**src/rtl/rf_wb_arbiter.sv**
```systemverilog
// Write-port arbiter and long-latency scoreboard for the 32x32 register file.
// Two writeback requesters share the single registered write port (we3/wa3/wd3).
module rf_wb_arbiter #(
    parameter int unsigned MAX_WAIT = 3
) (
    input  logic        clk,
    input  logic        rst_n,

    // Port 0: in-order pipeline writeback
    input  logic        r0_valid,
    input  logic [4:0]  r0_addr,
    input  logic [31:0] r0_data,
    output logic        r0_ready,

    // Port 1: long-latency mult/div writeback
    input  logic        r1_valid,
    input  logic [4:0]  r1_addr,
    input  logic [31:0] r1_data,
    output logic        r1_ready,

    // Issue-stage reservation of a long-latency destination
    input  logic        rsv_valid,
    input  logic [4:0]  rsv_addr,

    // Decode-stage hazard lookup
    input  logic [4:0]  ra1,
    input  logic [4:0]  ra2,
    output logic        busy1,
    output logic        busy2,

    // Register-file write port
    output logic        we3,
    output logic [4:0]  wa3,
    output logic [31:0] wd3
);

    localparam logic [3:0] MaxWait = 4'(MAX_WAIT);

    logic [3:0]  wait_cnt_q, wait_cnt_d;
    logic        we3_q, we3_d;
    logic [4:0]  wa3_q, wa3_d;
    logic [31:0] wd3_q, wd3_d;
    logic [31:0] pending_q, pending_d;

    logic        force1;
    logic        xfer0;
    logic        xfer1;

    // Port 0 has fixed priority unless port 1 has aged out.
    assign force1   = r1_valid && (wait_cnt_q == MaxWait);
    assign r1_ready = r1_valid && (!r0_valid || force1);
    assign r0_ready = r0_valid && !force1;

    assign xfer0 = r0_valid && r0_ready;
    assign xfer1 = r1_valid && r1_ready;

    always_comb begin
        // NOTE: every combinational output gets a default first so no path infers a latch.
        wait_cnt_d = wait_cnt_q;
        if (!r1_valid || xfer1) begin
            wait_cnt_d = '0;
        end else if (r0_valid && r0_ready) begin
            wait_cnt_d = wait_cnt_q + 4'd1;
        end
    end

    // A write to $0 completes the handshake but never raises we3.
    always_comb begin
        we3_d = 1'b0;
        wa3_d = wa3_q;
        wd3_d = wd3_q;
        if (xfer1) begin
            we3_d = (r1_addr != 5'd0);
            wa3_d = r1_addr;
            wd3_d = r1_data;
        end else if (xfer0) begin
            we3_d = (r0_addr != 5'd0);
            wa3_d = r0_addr;
            wd3_d = r0_data;
        end
    end

    // Clear follows the committed write; a same-edge reservation wins over it.
    always_comb begin
        pending_d = pending_q;
        if (we3_q) begin
            pending_d[wa3_q] = 1'b0;
        end
        if (rsv_valid && (rsv_addr != 5'd0)) begin
            pending_d[rsv_addr] = 1'b1;
        end
        pending_d[0] = 1'b0;
    end

    // NOTE: the scoreboard is a flop vector, not a RAM, so it is reset with everything else.
    always_ff @(posedge clk or negedge rst_n) begin
        if (!rst_n) begin
            wait_cnt_q <= '0;
            we3_q      <= 1'b0;
            wa3_q      <= '0;
            wd3_q      <= '0;
            pending_q  <= '0;
        end else begin
            // NOTE: non-blocking assignments keep every register sampling pre-edge values.
            wait_cnt_q <= wait_cnt_d;
            we3_q      <= we3_d;
            wa3_q      <= wa3_d;
            wd3_q      <= wd3_d;
            pending_q  <= pending_d;
        end
    end

    assign busy1 = pending_q[ra1];
    assign busy2 = pending_q[ra2];

    assign we3 = we3_q;
    assign wa3 = wa3_q;
    assign wd3 = wd3_q;

endmodule

```
**config.mk**
```make
export PLATFORM = sky130hd
export DESIGN_NAME = rf_wb_arbiter
export DESIGN_NICKNAME = d
export VERILOG_FILES = /design/src/rtl/rf_wb_arbiter.sv
export SDC_FILE = /design/constraint.sdc
export NUM_CORES = 1
export LEC_CHECK = 0
export CORE_MARGIN = 2
export CORE_UTILIZATION = 41
export DETAILED_ROUTE_END_ITERATION = 10
export PLACE_DENSITY = 0.77
export SKIP_LAST_GASP = 1
export SLEW_MARGIN = 15
export SYNTH_ARGS = -nofsm -noshare
export SYNTH_HDL_FRONTEND = slang
export SYNTH_SLANG_ARGS = --single-unit
```
**constraint.sdc**
```tcl
create_clock -name clk -period 1.48 [get_ports clk]
set_input_delay 0.296 -clock clk [delete_from_list [all_inputs] [get_ports clk]]
set_output_delay 0.296 -clock clk [all_outputs]
set_load 0.03 [all_outputs]
```
==> results of run 1 <==
## power by group through the flow
stage / registers (uW) / clock network [uW] / logic, uW
after global placement: 2770 / 0 / 1860
after global routing: 2810 / 1890 / 2130
after floorplan: 2850 / 0 / 941
after detailed placement: 2810 / 0 / 1920
final: 2780 / 1790 / 1980
after CTS: 2770 / 1800 / 1940
## layout make-up
cell class	instances	area share (%)
inverters	3	0.188
repair buffers	191	31.8
clock buffers	10	2.30
multi-input cells	251	31.4
clock inverters	6	1.52
flip-flops and latches	73	30.6
well taps	108	2.26
## repair_timing
item,4_1_cts,5_1_grt
pin swaps,12,8
hold buffers,1,0
endpoints found under the setup margin,80,54
gates resized for setup,79,23
setup buffers,5,9
endpoints found under the hold margin,73,0
cloned,3,0
## flip-flops by register name, indices dropped and copies added, names as in the netlist
register    flops
wait_cnt_q      4
pending_q      31
wa3             5
wd3            32
we3             1
## through the flow
step	hold WS (ns)	setup TNS, ns	cell area (um2)	util [%]
CTS	0.514	-12.09	5880	66.8
global placement	0.357	-20.63	5490	62.3
finish	0.497	-13.72	5990	68.0
global route	0.523	-16.70	5990	68.0
floorplan	0.000409	-2.08	3870	-
detailed placement	0.355	-21.51	5490	62.3
## routing by layer
| metal | part of all wire [%] | wire, um | up-vias |
|---|---|---|---|
| li1 | - | - | 1685 |
| met1 | 39 | 4810 | 1799 |
| met2 | 52 | 6340 | 138 |
| met3 | 8.0 | 985 | 12 |
| met4 | 1.3 | 161 | 0 |
| met5 | 0 | 0 | - |
## worst reg2reg max path: stages, from the launching register on
cell	delay, ns
sky130_fd_sc_hd__dfrtp_1	0.37
sky130_fd_sc_hd__ha_2	0.20
sky130_fd_sc_hd__nand2_2	0.05
sky130_fd_sc_hd__o31a_4	0.32
sky130_fd_sc_hd__buf_6	0.13
sky130_fd_sc_hd__buf_12	0.14
sky130_fd_sc_hd__buf_12	0.14
sky130_fd_sc_hd__a22o_1	0.23
sky130_fd_sc_hd__a21o_1	0.15
## cell families after synthesis
group | after synthesis
adders and majority gates | 1
AOI/OAI and AO/OA | 154
muxes | 25
and+or+nand+nor | 69
buffers and inverters | 25
xor gates and xnor gates | 2
DFF | 73
## worst max path at each step
stage / start / endpoint / slack, ns / depth (start not counted)
2_1_floorplan: ra1[1] / busy1 / -0.24 / 5
4_1_cts: pending_q[23] / busy2 / -0.58 / 5
5_1_grt: pending_q[7] / busy1 / -0.64 / 5
6_report: pending_q[23] / busy2 / -0.59 / 5
3_3_place_gp: ra2[0] / busy2 / -1.15 / 6
3_5_place_dp: ra2[0] / busy2 / -1.19 / 6
## cell usage in the layout, fill, tap and decap left out, types with 2 or more instances in the layout
cell type                         count
sky130_fd_sc_hd__buf_16               3
sky130_fd_sc_hd__buf_8                2
sky130_fd_sc_hd__a21o_1              34
sky130_fd_sc_hd__o2111ai_2            2
sky130_fd_sc_hd__nor2b_1              5
sky130_fd_sc_hd__nand3b_1            10
sky130_fd_sc_hd__or4_1                2
sky130_fd_sc_hd__a22oi_1              4
sky130_fd_sc_hd__nand2_1              8
sky130_fd_sc_hd__a221o_1              2
sky130_fd_sc_hd__or3_1                2
sky130_fd_sc_hd__a211oi_1             3
sky130_fd_sc_hd__o21ai_0             61
sky130_fd_sc_hd__nand4_1              2
sky130_fd_sc_hd__buf_12               9
sky130_fd_sc_hd__inv_1                3
sky130_fd_sc_hd__or3b_2               4
sky130_fd_sc_hd__clkdlybuf4s50_1     88
sky130_fd_sc_hd__buf_4               42
sky130_fd_sc_hd__mux2i_1             19
sky130_fd_sc_hd__dfrtp_1             70
sky130_fd_sc_hd__buf_6                5
sky130_fd_sc_hd__clkinv_4             3
sky130_fd_sc_hd__dfrtp_2              3
sky130_fd_sc_hd__clkdlybuf4s15_1      2
sky130_fd_sc_hd__o21ai_1              3
sky130_fd_sc_hd__bufinv_16            2
sky130_fd_sc_hd__nor2_2               4
sky130_fd_sc_hd__clkbuf_2             2
sky130_fd_sc_hd__o211ai_1             2
sky130_fd_sc_hd__a22o_1              33
sky130_fd_sc_hd__dlygate4sd2_1       36
sky130_fd_sc_hd__nand2b_4             4
sky130_fd_sc_hd__clkbuf_8            10
sky130_fd_sc_hd__nand3_1             13
sky130_fd_sc_hd__nor2_1               9
sky130_fd_sc_hd__a21oi_1              7
sky130_fd_sc_hd__mux4_2               6
==> summary by stage, run 1 <==
GRT
The initial antenna violation count is 0. After global routing the overflow that remains totals 0. The total routing usage reported by global routing is between 20 and 25%. The most crowded layer after global routing is met2. The global-route met2 utilization is around 44%. The first global-routing pass estimated 19.2 mm of wire. For this run, global-route usage on met1 was measured as between 20% and 30%. The pin count of the biggest net entering global routing is between 70 and 80. The via count of the first global-routing pass is about 3800.

Global routing used ~7.5% of the available met3 tracks.

Clock network
The tree is rooted in a sky130_fd_sc_hd__clkbuf_8. At the later pin of the worst-skew pair, clock insertion delay measures roughly 0.35 ns. The number of clock sinks seen by CTS is 73. The clock slew at the register clock pins of the worst setup and hold paths is roughly 0.08 ns. Counting along the longest clock path gives a buffer depth of 2. In this run the number of H-tree levels came out at 3.

In this run, CTS created clock tree buffers numbering 9. The clock tree from TritonCTS is done.

Synthesis
The number of cells produced by synthesis is between 300 and 400. Ranked by instance count, the synthesized netlist is headed by sky130_fd_sc_hd__dfrtp_1 (73), sky130_fd_sc_hd__o21ai_0 (65), sky130_fd_sc_hd__a21o_1 (34). In this run, synthesis produced a sequential element count of 73. Of the post-synthesis cell area, the part taken by muxes is roughly 8.6%.

The area fraction of the dominant cell type after synthesis is 48.5%. The synthesized area is about 3800 um2. After synthesis, the largest family of logic cells by area is compound AO/OA/AOI/OAI gates. The share of the synthesized area in compound gates (AO/OA/AOI/OAI) is between 20% and 30%.

The synthesized design contains 0 enable-type register cells. The share of synthesized flip-flops with an asynchronous set or reset is 100%. sky130_fd_sc_hd__dfrtp_1 takes more of the synthesized area than any other cell.

The most numerous cell in the Yosys netlist is sky130_fd_sc_hd__dfrtp_1. After Yosys synthesis, and, or, nand and nor cells account for approximately a tenth of the synthesized area. Sorting the synthesized cells by area gives the leading types as sky130_fd_sc_hd__dfrtp_1 (48%), sky130_fd_sc_hd__o21ai_0 (8.6%), sky130_fd_sc_hd__a22o_1 (7.7%). Counting every net in the synthesized netlist gives between 400 and 500.

Synthesis instantiated 35 different standard cells from the library. The number of warning messages in the yosys log is 0. The top flip-flop cell by instance count after synthesis is sky130_fd_sc_hd__dfrtp_1. The xor/xnor share of the synthesized area is less than 1%. Dividing the synthesized area by the synthesized cell count gives approximately 11 um2. The sequential cell area fraction in the yosys report is 48.5%. The adder-cell share of the synthesized area is 0.332%.

STA
Setup repair after global routing could not meet its margin everywhere. The ratio of final minimum period to clock period is 140%. The number of max-slew violations in the final report is 0.

Subtracting the final worst setup slack from the clock period gives between 2 and 2.5 ns. The final setup skew is between 0.01 and 0.015 ns. The hold violation total from the final report was 0. Setup violations remaining at the end of the flow were counted as 46. In this run the tightest slew margin relative to its limit is between 70% and 80%. At the pin with the least slew margin, the transition time is roughly 0.39 ns. The maximum frequency from static timing analysis is ~480 MHz. The final worst-path setup slack is -0.589 ns.

Setup path
The worst stage delay on the critical path is around 0.49 ns. STA puts the critical path data required time at between 1 and 1.5 ns. STA classifies the critical path startpoint as a flop. Counting cells, the worst reg-to-reg path comes to 8. Walking the worst path, the cells encountered are mux4_2 > nand2b_4 > o2111ai_2 > nand4_1 > buf_6. Data on the critical path arrives at its endpoint at 1.77 ns. The library cell contributing the largest single delay on the critical path is sky130_fd_sc_hd__mux4_2. The peak fanout along the critical path is 3. The worst register-to-register path ends at wa3[2].

The worst setup path is captured at an output pin. The number of buffers and inverters on the critical path is 1. The worst setup path is of the flop to output pin kind.

The worst reg-to-reg setup slack is -0.35 ns. The category of cells accounting for the largest share of critical-path delay is multiplexers. The worst flop-to-flop path startpoint is wait_cnt_q[0].

Pwr
In this run the power density over the cells is ~1100 nW/um2. The leakage dissipation is ~0.0027 uW. The post-route total power is 6550 uW. Net switching is around a third of the power.

The net switching power of the design is 2110 uW. Of the total power, registers draw between 40% and 50%. Combinational cells account for 30.2% of the total power.

Cell internal power was estimated by the tool at roughly 4400 uW. VDD sags by at most 0.000699 V. The part of the total power dissipated in the clock network is between 20 and 30%.

Drt
The detailed-route wire length per cell is approximately 19 um. In the routed design, unresolved DRC markers number 0. For this block, the via count after detailed routing is ~3600. The residual antenna-violating net count after detailed routing is 0.

The violation count after the first detailed-routing iteration is 144. The average via count per standard cell is roughly 5.7. The pre-antenna-repair detailed-routing pass consisted of 4 iterations. After detailed routing, the total wire length is roughly 12 mm.

Layout
At the end of the flow, the number of nets in the layout was roughly 620. The multi-input logic area is approximately 1900 um2. The register area is approximately 1800 um2. The layout overhead on the synthesized area is 58.9%. The number of antenna diodes is 0. The fraction of layout instances using a drive strength above 1 is between 20% and 30%.

After the flow finishes, the layout carries non-filler instances totaling between 600 and 700. The layout has ~670 filler cells.

Die
In this run the standard cell core region covers 8810 um2. The floorplan die area is around 10000 um2. The I/O pin count is between 100 and 150.

The height of the die is 99.9 um. In this run the horizontal extent of the chip is ~100 um. For this configuration, the core starts out at a cell density of ~43%.

In this run the core area contains 34 standard-cell rows.

Hold path
In this run the worst hold path is classified as primary input to async pin.

Status
The flow ran to the end, but the final reports show violations. The checks that failed: negative setup slack.

Placed design
The congestion estimate from routability-driven global placement came to a little over 0.8. The total placed cells including tap cells is between 600 and 700. Detailed placement ended at an HPWL of approximately 8.7 mm. Prior to clock tree synthesis, the placed netlist has a worst setup slack of -1.19 ns.

In this run the tool buffered the top-level ports with approximately 140 buffer cells.

Flow run
Across the run, the number of max-cap violations was 0.
Power figures use the tool's default switching activity.
==> run 2: changes to the inputs <==
CTS_CLUSTER_SIZE = 30   (was default)
GPL_TIMING_DRIVEN = 0   (was default)
==> run 2 against run 1 <==
The run still ends with negative setup slack left. Critical path depth did not move. First-iteration DRC count is 46% higher. Combinational power is 3% lower. Register-to-register slack worse by 0.11 ns.
==> summary by stage, run 2 (same netlist as run 1, synthesis figures left out) <==
Setup path
The peak fanout along the critical path is 3 (unchanged). Broken down by cell family, the worst path's largest delay share belongs to multiplexers. The worst stage delay on the critical path is 0.49 ns (about the same).

The critical path endpoint category is an output pin. The startpoint identified for the worst register-to-register timing path is wait_cnt_q[0]. The kind of critical path is flop to output pin.

The number of buffer and inverter instances along the worst setup path is 1 (unchanged). The slowest stage of the critical path belongs to the cell sky130_fd_sc_hd__mux4_2. STA classifies the critical path startpoint as a flop. The arrival time of the worst setup path is 1.78 ns (about the same). The critical path startpoint is pending_q[5]. Traced cell by cell, the critical path runs through mux4_2 > nand2b_4 > o211ai_1 > nand4_1 > buf_6. The data required time at the worst endpoint is 1.18 ns (about the same).

Clock network
The number of clock sinks seen by CTS is 73 (unchanged). The CTS H-tree depth is 3 (unchanged). The deepest clock path buffer count is 2 (unchanged). The clock tree from TritonCTS is done. The clock slew at the register clock pins of the worst setup and hold paths was 0.09 ns (about the same). The tree is rooted in a sky130_fd_sc_hd__clkbuf_8.

The CTS buffer count is 9 (unchanged). The clock latency at the later pin of the worst-skew pair came to 0.35 ns (about the same).

Drt
The average via count per standard cell is 5.75 (+1.7%). The first-pass iteration count of the detailed router is 5 (+1). The violation count after the first detailed-routing iteration came to 210 (+46%).

The total wire length after detailed routing is 12.1 mm (-1.4%). The remaining routing DRC violations is 0 (unchanged). The detailed-route wire length per cell came to 19.5 um (+1.6%). The residual antenna-violating net count after detailed routing was 0 (unchanged). The number of vias after detailed routing is 3585 (-1.3%).

Layout
The layout overhead on the synthesized area is 53.5%. The final layout net count is 605 (-3.0%). The number of fill cells is 716 (+6.5%).

The top cell types in the final layout, fill and taps aside, are sky130_fd_sc_hd__clkdlybuf4s50_1 (88), sky130_fd_sc_hd__dfrtp_1 (71), sky130_fd_sc_hd__o21ai_0 (56). The number of antenna diodes is 0 (unchanged). The library cell used most frequently in the layout, excluding fill and tap cells, is sky130_fd_sc_hd__clkdlybuf4s50_1. The flip-flop count of the largest register, all copies and words added was 32 (unchanged). The fraction of layout instances using a drive strength above 1 came to 17.5% (-3.5 points).

GRT
The pin count of the biggest net entering global routing came to 43 (-42%). The total routing usage reported by global routing was 24.4% (-0.26 points). The initial antenna violation count is 0 (unchanged). The global-route wire length before repair is 19.1 mm (-0.68%). The via count of the first global-routing pass is 3875 (+2.9%).

The leftover overflow at the end of global routing is 0 (unchanged).

Pwr
The switching part of the total is 33.9% (+1.7 points). The cell area power density is 1070 nW/um2 (-2.5%). The relative contribution of combinational cells to total power is 31.4% (+1.2 points).

The leakage dissipation was 0.00263 uW (-4.1%). The largest voltage drop on the vdd net is 0.000639 V (-8.6%). The fraction of power consumed by sequential logic is 44.4% (+2.0 points).

The net switching power of the design came to 2090 uW (-0.70%). The internal power summed over all cells is 4070 uW (-8.3%). The part of the total power dissipated in the clock network is 24.2% (-3.2 points).

Hold path
The worst min-delay path category is primary input to async pin.

STA
The setup-violating endpoint count in the final report is 46 (unchanged). The maximum frequency from static timing analysis is 482 MHz (-0.21%). The hold violation total from the final report was 0 (unchanged). The ratio of final minimum period to clock period is 140% (+0.29 points). The worst-case hold slack is 0.416 ns (-0.0807 ns).

Setup repair after global routing could not meet its margin everywhere. The clock period minus final worst setup slack is 2.07 ns (+0.00429 ns). The number of max-slew violations in the final report was 0 (unchanged). The final setup skew came to 0.0143 ns (+0.0000679 ns). The pin slew with the least headroom to its limit is 0.492 ns (+0.0999 ns). The final worst-path setup slack is -0.593 ns (-0.00429 ns). The relative slew slack is 67.2% (-6.7 points).

Status
The run finished, with violations left. The final reports fail on negative setup slack.

Placed design
The number of buffer cells added on primary ports is 131 (-3.0%). The worst setup slack after placement came to -1.22 ns (-0.0296 ns). The post-DP HPWL is 8.67 mm (-0.19%).

The routability congestion estimate from global placement was 0.822 (+1.9%).

Die
The placeable core region is 8810 um2 (unchanged). The height of the die was 99.9 um (unchanged). The initial core utilization is 42.8% (unchanged).

The floorplan die area came to 9980 um2 (unchanged). The cell row count is 34 (unchanged). The I/O pin count came to 136 (unchanged). The die outline width is 99.9 um (unchanged).

Flow run
The number of maximum-capacitance constraint violations is 0 (unchanged).
## run 2: cell types whose count changed in the layout (fill, tap and decap cells not counted), sizes merged
cell,delta
clkinv,-2
inv,+2
bufinv,-2
clkbuf,+5
buf,-22
clkinvlp,+2
dlygate4sd2,-2
## run 2: worst register-to-register path: stages, from the launching register on
cell and delay, ns:
sky130_fd_sc_hd__dfrtp_1 0.40, sky130_fd_sc_hd__ha_2 0.19, sky130_fd_sc_hd__nand2_1 0.05, sky130_fd_sc_hd__o31a_1 0.34, sky130_fd_sc_hd__buf_6 0.16, sky130_fd_sc_hd__buf_6 0.11, sky130_fd_sc_hd__buf_6 0.11, sky130_fd_sc_hd__buf_16 0.12
sky130_fd_sc_hd__a22o_1 0.21, sky130_fd_sc_hd__a21o_1 0.15
## run 2: repair_timing
| action | 4_1_cts | 5_1_grt |
|---|---|---|
| hold buffers | 1 | 0 |
| hold endpoints to repair | 31 | 0 |
| setup endpoints to repair | 84 | 60 |
| pin swaps | 5 | 13 |
| buffers inserted | 7 | 10 |
| gates resized for setup | 80 | 37 |
| cloned | 2 | 2 |
## run 2: layer usage
| metal | track usage, % | wire [um] | vias up |
|---|---|---|---|
| met3 | 8.08 | 1140 | 12 |
| li1 | - | - | 1642 |
| met4 | 7.90 | 155 | 0 |
| met1 | 28.6 | 4650 | 1784 |
| met2 | 42.5 | 6180 | 147 |
| met5 | 0 | 0 | - |
## run 2: final cells by class
type / instances / area (um2) / area share [%]
buffer: 19 / 200 / 3.46
clock buffer: 10 / 138 / 2.38
clock inverter: 6 / 50.0 / 0.865
inverter: 3 / 11.3 / 0.195
multi-input combinational: 251 / 1860 / 32.2
sequential: 73 / 1830 / 31.6
tap: 108 / 135 / 2.34
timing repair buffer: 153 / 1560 / 27.0
## run 2: worst paths after layout
check	endpoint	slack [ns]	depth (start not counted)
worst max-delay path	busy2	-0.59	5
worst min-delay path	wd3[10]	0.42	2
worst max register to register	wd3[1]	-0.46	9
worst min register to register	pending_q[11]	0.53	2
max in group asynchronous	wa3[4]	0.47	3
min in group clk	wd3[26]	0.52	2
## run 2: power groups by stage
stage	combinational, uW	sequential [uW]	clock (uW)
after floorplan	941	2850	0
after global placement	1830	2740	0
after detailed placement	1890	2770	0
after CTS	1880	2730	1520
after global routing	2100	2790	1600
final	1930	2740	1490
## run 2: stage by stage
step | area (um2) | cells | TNS (ns) | power (uW) | util (%)
global placement | 5320 | 588 | -200.48 | 4570 | 60.4
detailed placement | 5340 | 589 | -27.12 | 4650 | 60.6
global route | 5790 | 623 | -21.69 | 6490 | 65.7
CTS | 5650 | 615 | -17.81 | 6130 | 64.2
finish | 5790 | 623 | -18.05 | 6170 | 65.7
floorplan | 3870 | 349 | -2.08 | 3790 | -
==> run 3: changes to the inputs <==
ABC_CLOCK_PERIOD_IN_PS = 1480   (was default)
CORE_UTILIZATION = 55   (was 41)
DONT_BUFFER_PORTS = 1   (was default)
PLACE_DENSITY = 0.73   (was 0.77)
==> run 3 against run 2 <==
The flow finishes with violations (negative hold slack, negative setup slack). Non-clock buffer count decreased by 134. Clock-buffer cell count rose by 2. Combinational power decreased by 34%. Register-to-register slack gained 0.12 ns. Die area is 25% lower. Via count decreased by 13%.
==> summary by stage, run 3 (same netlist as run 1, synthesis figures left out) <==
Status
The flow ran to the end, but the final reports show violations. The checks that failed: negative hold slack, negative setup slack.

Drt
The first-pass iteration count of the detailed router came to 5 (unchanged). The remaining routing DRC violations is 0 (unchanged). The average via count per standard cell is 6.73 (+17%). The detailed-route wire length per cell came to 22.2 um (+14%). The total wire length after detailed routing came to 10.2 mm (-16%).

The residual antenna-violating net count after detailed routing was 0 (unchanged). The number of vias after detailed routing was 3103 (-13%). The violation count after the first detailed-routing iteration is 277 (+32%).

Setup path
The data required time at the worst endpoint is 1.18 ns (about the same). The arrival time of the worst setup path is 1.81 ns (+0.03 ns). The worst reg-to-reg setup slack is -0.34 ns (+0.12 ns).

The library cell contributing the largest single delay on the critical path is sky130_fd_sc_hd__mux4_2. The category of cells accounting for the largest share of critical-path delay is simple AND/OR/NAND/NOR gates. Walking the worst path, the cells encountered are mux4_2 > nand2b_4 > o211ai_1 > nand4_1. The worst setup path is of the flop to output pin kind.

The worst stage delay on the critical path is 0.47 ns (-0.02 ns). The peak fanout along the critical path is 3 (unchanged). The critical path endpoint category is an output pin. The worst setup path is launched from a flop. The number of buffer and inverter instances along the worst setup path is 0 (-1).

Layout
The flip-flop count of the largest register, all copies and words added came to 32 (unchanged). The finished layout cell area came to 4510 um2 (-22%). The final layout net count is 471 (-22%). In the layout the commonest cells are sky130_fd_sc_hd__dfrtp_1 (67), sky130_fd_sc_hd__o21ai_0 (55), sky130_fd_sc_hd__a21o_1 (34).

The number of standard cells in the final layout excluding fillers is 461 (-26%). From synthesis to final layout, the design area changed by 19.7%. The number of fill cells is 509 (-29%). The number of antenna diodes is 0 (unchanged).

The library cell used most frequently in the layout, excluding fill and tap cells, is sky130_fd_sc_hd__dfrtp_1. The fraction of layout instances using a drive strength above 1 was 22.8% (+5.4 points).

GRT
The global-route track usage on met3 was 8.48% (+0.40 points). The global-route met2 utilization is 44.6% (+2.1 points). The initial antenna violation count is 0 (unchanged). The via count of the first global-routing pass is 3097 (-20%). The global-route met1 utilization is 35.7% (+7.0 points). The total routing usage reported by global routing was 27.9% (+3.5 points). The leftover overflow at the end of global routing is 0 (unchanged). The layer flagged by global routing as most heavily used is met2. The pin count of the biggest net entering global routing is 74 (+72%). The global-route wire length before repair was 15.9 mm (-17%).

Clock network
The clock slew at the register clock pins of the worst setup and hold paths is 0.08 ns (about the same). The master cell of the clock root buffer is sky130_fd_sc_hd__clkbuf_8. The number of clock sinks seen by CTS is 73 (unchanged). The CTS buffer count is 9 (unchanged). The deepest clock path buffer count was 2 (unchanged).

The CTS H-tree depth is 3 (unchanged). The clock latency at the later pin of the worst-skew pair is 0.35 ns (about the same). TritonCTS built the clock tree.

STA
The hold violation total from the final report is 73 (+73). The relative slew slack is 71.9% (+4.7 points). The maximum frequency from static timing analysis is 474 MHz (-1.7%). The ratio of final minimum period to clock period is 143% (+2.4 points). Setup repair after global routing could not meet its margin everywhere. The final setup skew came to 0.00715 ns (-0.00719 ns).

The setup TNS after final layout is -12.45 ns (+5.59 ns). The clock period minus final worst setup slack is 2.11 ns (+0.0356 ns). The setup-violating endpoint count in the final report is 41 (-11%). The pin slew with the least headroom to its limit was 0.422 ns (-0.0704 ns). The worst-case hold slack is -0.369 ns (-0.785 ns). The number of max-slew violations in the final report was 0 (unchanged). The final worst-path setup slack is -0.629 ns (-0.0356 ns).

Hold path
In this run the worst hold path is classified as primary input to async pin.

Die
The initial core utilization is 56.1% (+13 points). The die outline width is 86.8 um (-13%). The placeable core region is 6720 um2 (-24%).

The floorplan die area is 7530 um2 (-25%). The I/O pin count is 136 (unchanged). The height of the die came to 86.8 um (-13%). The cell row count is 30 (-12%).

Pwr
The switching part of the total is 32.0% (-2.0 points). The leakage dissipation is 0.00203 uW (-23%). The part of the total power dissipated in the clock network was 28.2% (+4.0 points).

The internal power summed over all cells is 4030 uW (-1.2%). The largest voltage drop on the vdd net is 0.000764 V (+20%). The net switching power of the design is 1890 uW (-9.6%). The relative contribution of combinational cells to total power is 21.6% (-9.8 points). The fraction of power consumed by sequential logic is 50.2% (+5.8 points). The cell area power density is 1310 nW/um2 (+23%).

Placed design
The routability congestion estimate from global placement is 0.897 (+9.2%). The post-DP HPWL is 6.95 mm (-20%). The total placed cells including tap cells is 429 (-27%).

The number of buffer cells added on primary ports came to 0 (-100%). The total placed instance area is 3970 um2 (-26%).

Flow run
The number of maximum-capacitance constraint violations is 0 (unchanged).
==> run 3: changes by cell type in the layout (fill, tap and decap cells not counted), sizes merged <==
cell	before	now
clkbuf	17	14
dlygate4sd2	34	0
bufinv	0	1
clkdlybuf4s50	88	0
bufbuf	0	1
clkinv	2	1
clkdlybuf4s15	2	0
buf	40	35
dlygate4sd3	1	0
inv	5	3
==> run 3: power groups by stage <==
stage | clock network, uW | registers (uW) | logic [uW]
after detailed placement | 0 | 2990 | 1120
after global placement | 0 | 2970 | 1080
after CTS | 1680 | 2950 | 1250
after global routing | 1780 | 3030 | 1400
final | 1670 | 2970 | 1280
after floorplan | 0 | 2850 | 941
==> run 3: routing by layer <==
layer / wire length, um / vias up
met4: 216 / 0
met3: 928 / 21
li1: - / 1381
met2: 5170 / 145
met1: 3910 / 1556
met5: 0 / -
==> run 3: metrics by stage <==
step | util, % | worst slack, ns | total power [uW] | hold WS, ns
finish | 67.2 | -0.629 | 5920 | -0.369
global route | 67.2 | -0.682 | 6210 | -0.383
CTS | 66.5 | -0.631 | 5880 | -0.378
detailed placement | 59.1 | -0.312 | 4110 | 0.00134
global placement | 59.1 | -0.309 | 4050 | 0.00154
floorplan | - | -0.242 | 3790 | 0.000409
==> run 3: worst paths after layout <==
check	start	to	cells past startpoint
worst min register to register	pending_q[17]	pending_q[17]	2
worst max register to register	wait_cnt_q[0]	wd3[7]	8
max in group asynchronous	rst_n	wa3[2]	0
worst min-delay path	rst_n	wd3[8]	0
min in group clk	r1_data[8]	wd3[8]	1
worst max-delay path	pending_q[7]	busy2	4
==> run 3: final cells by class <==
class                           instances  area, um2  area share, %
Buffer                                 20        229           5.07
Clock buffer                           12        165           3.66
Clock inverter                          4       50.0           1.11
Inverter                                3       11.3          0.250
Multi-Input combinational cell        251       1880           41.8
Sequential cell                        73       1830           40.7
Tap cell                               80        100           2.22
Timing Repair Buffer                   18        238           5.27
==> run 3: what timing repair did <==
action / CTS / global route
pin swaps: 15 / 8
endpoints found under the hold margin: 73 / 73
endpoints found under the setup margin: 50 / 62
resized for setup: 29 / 25
cloned: 6 / 0
buffers inserted: 9 / 4
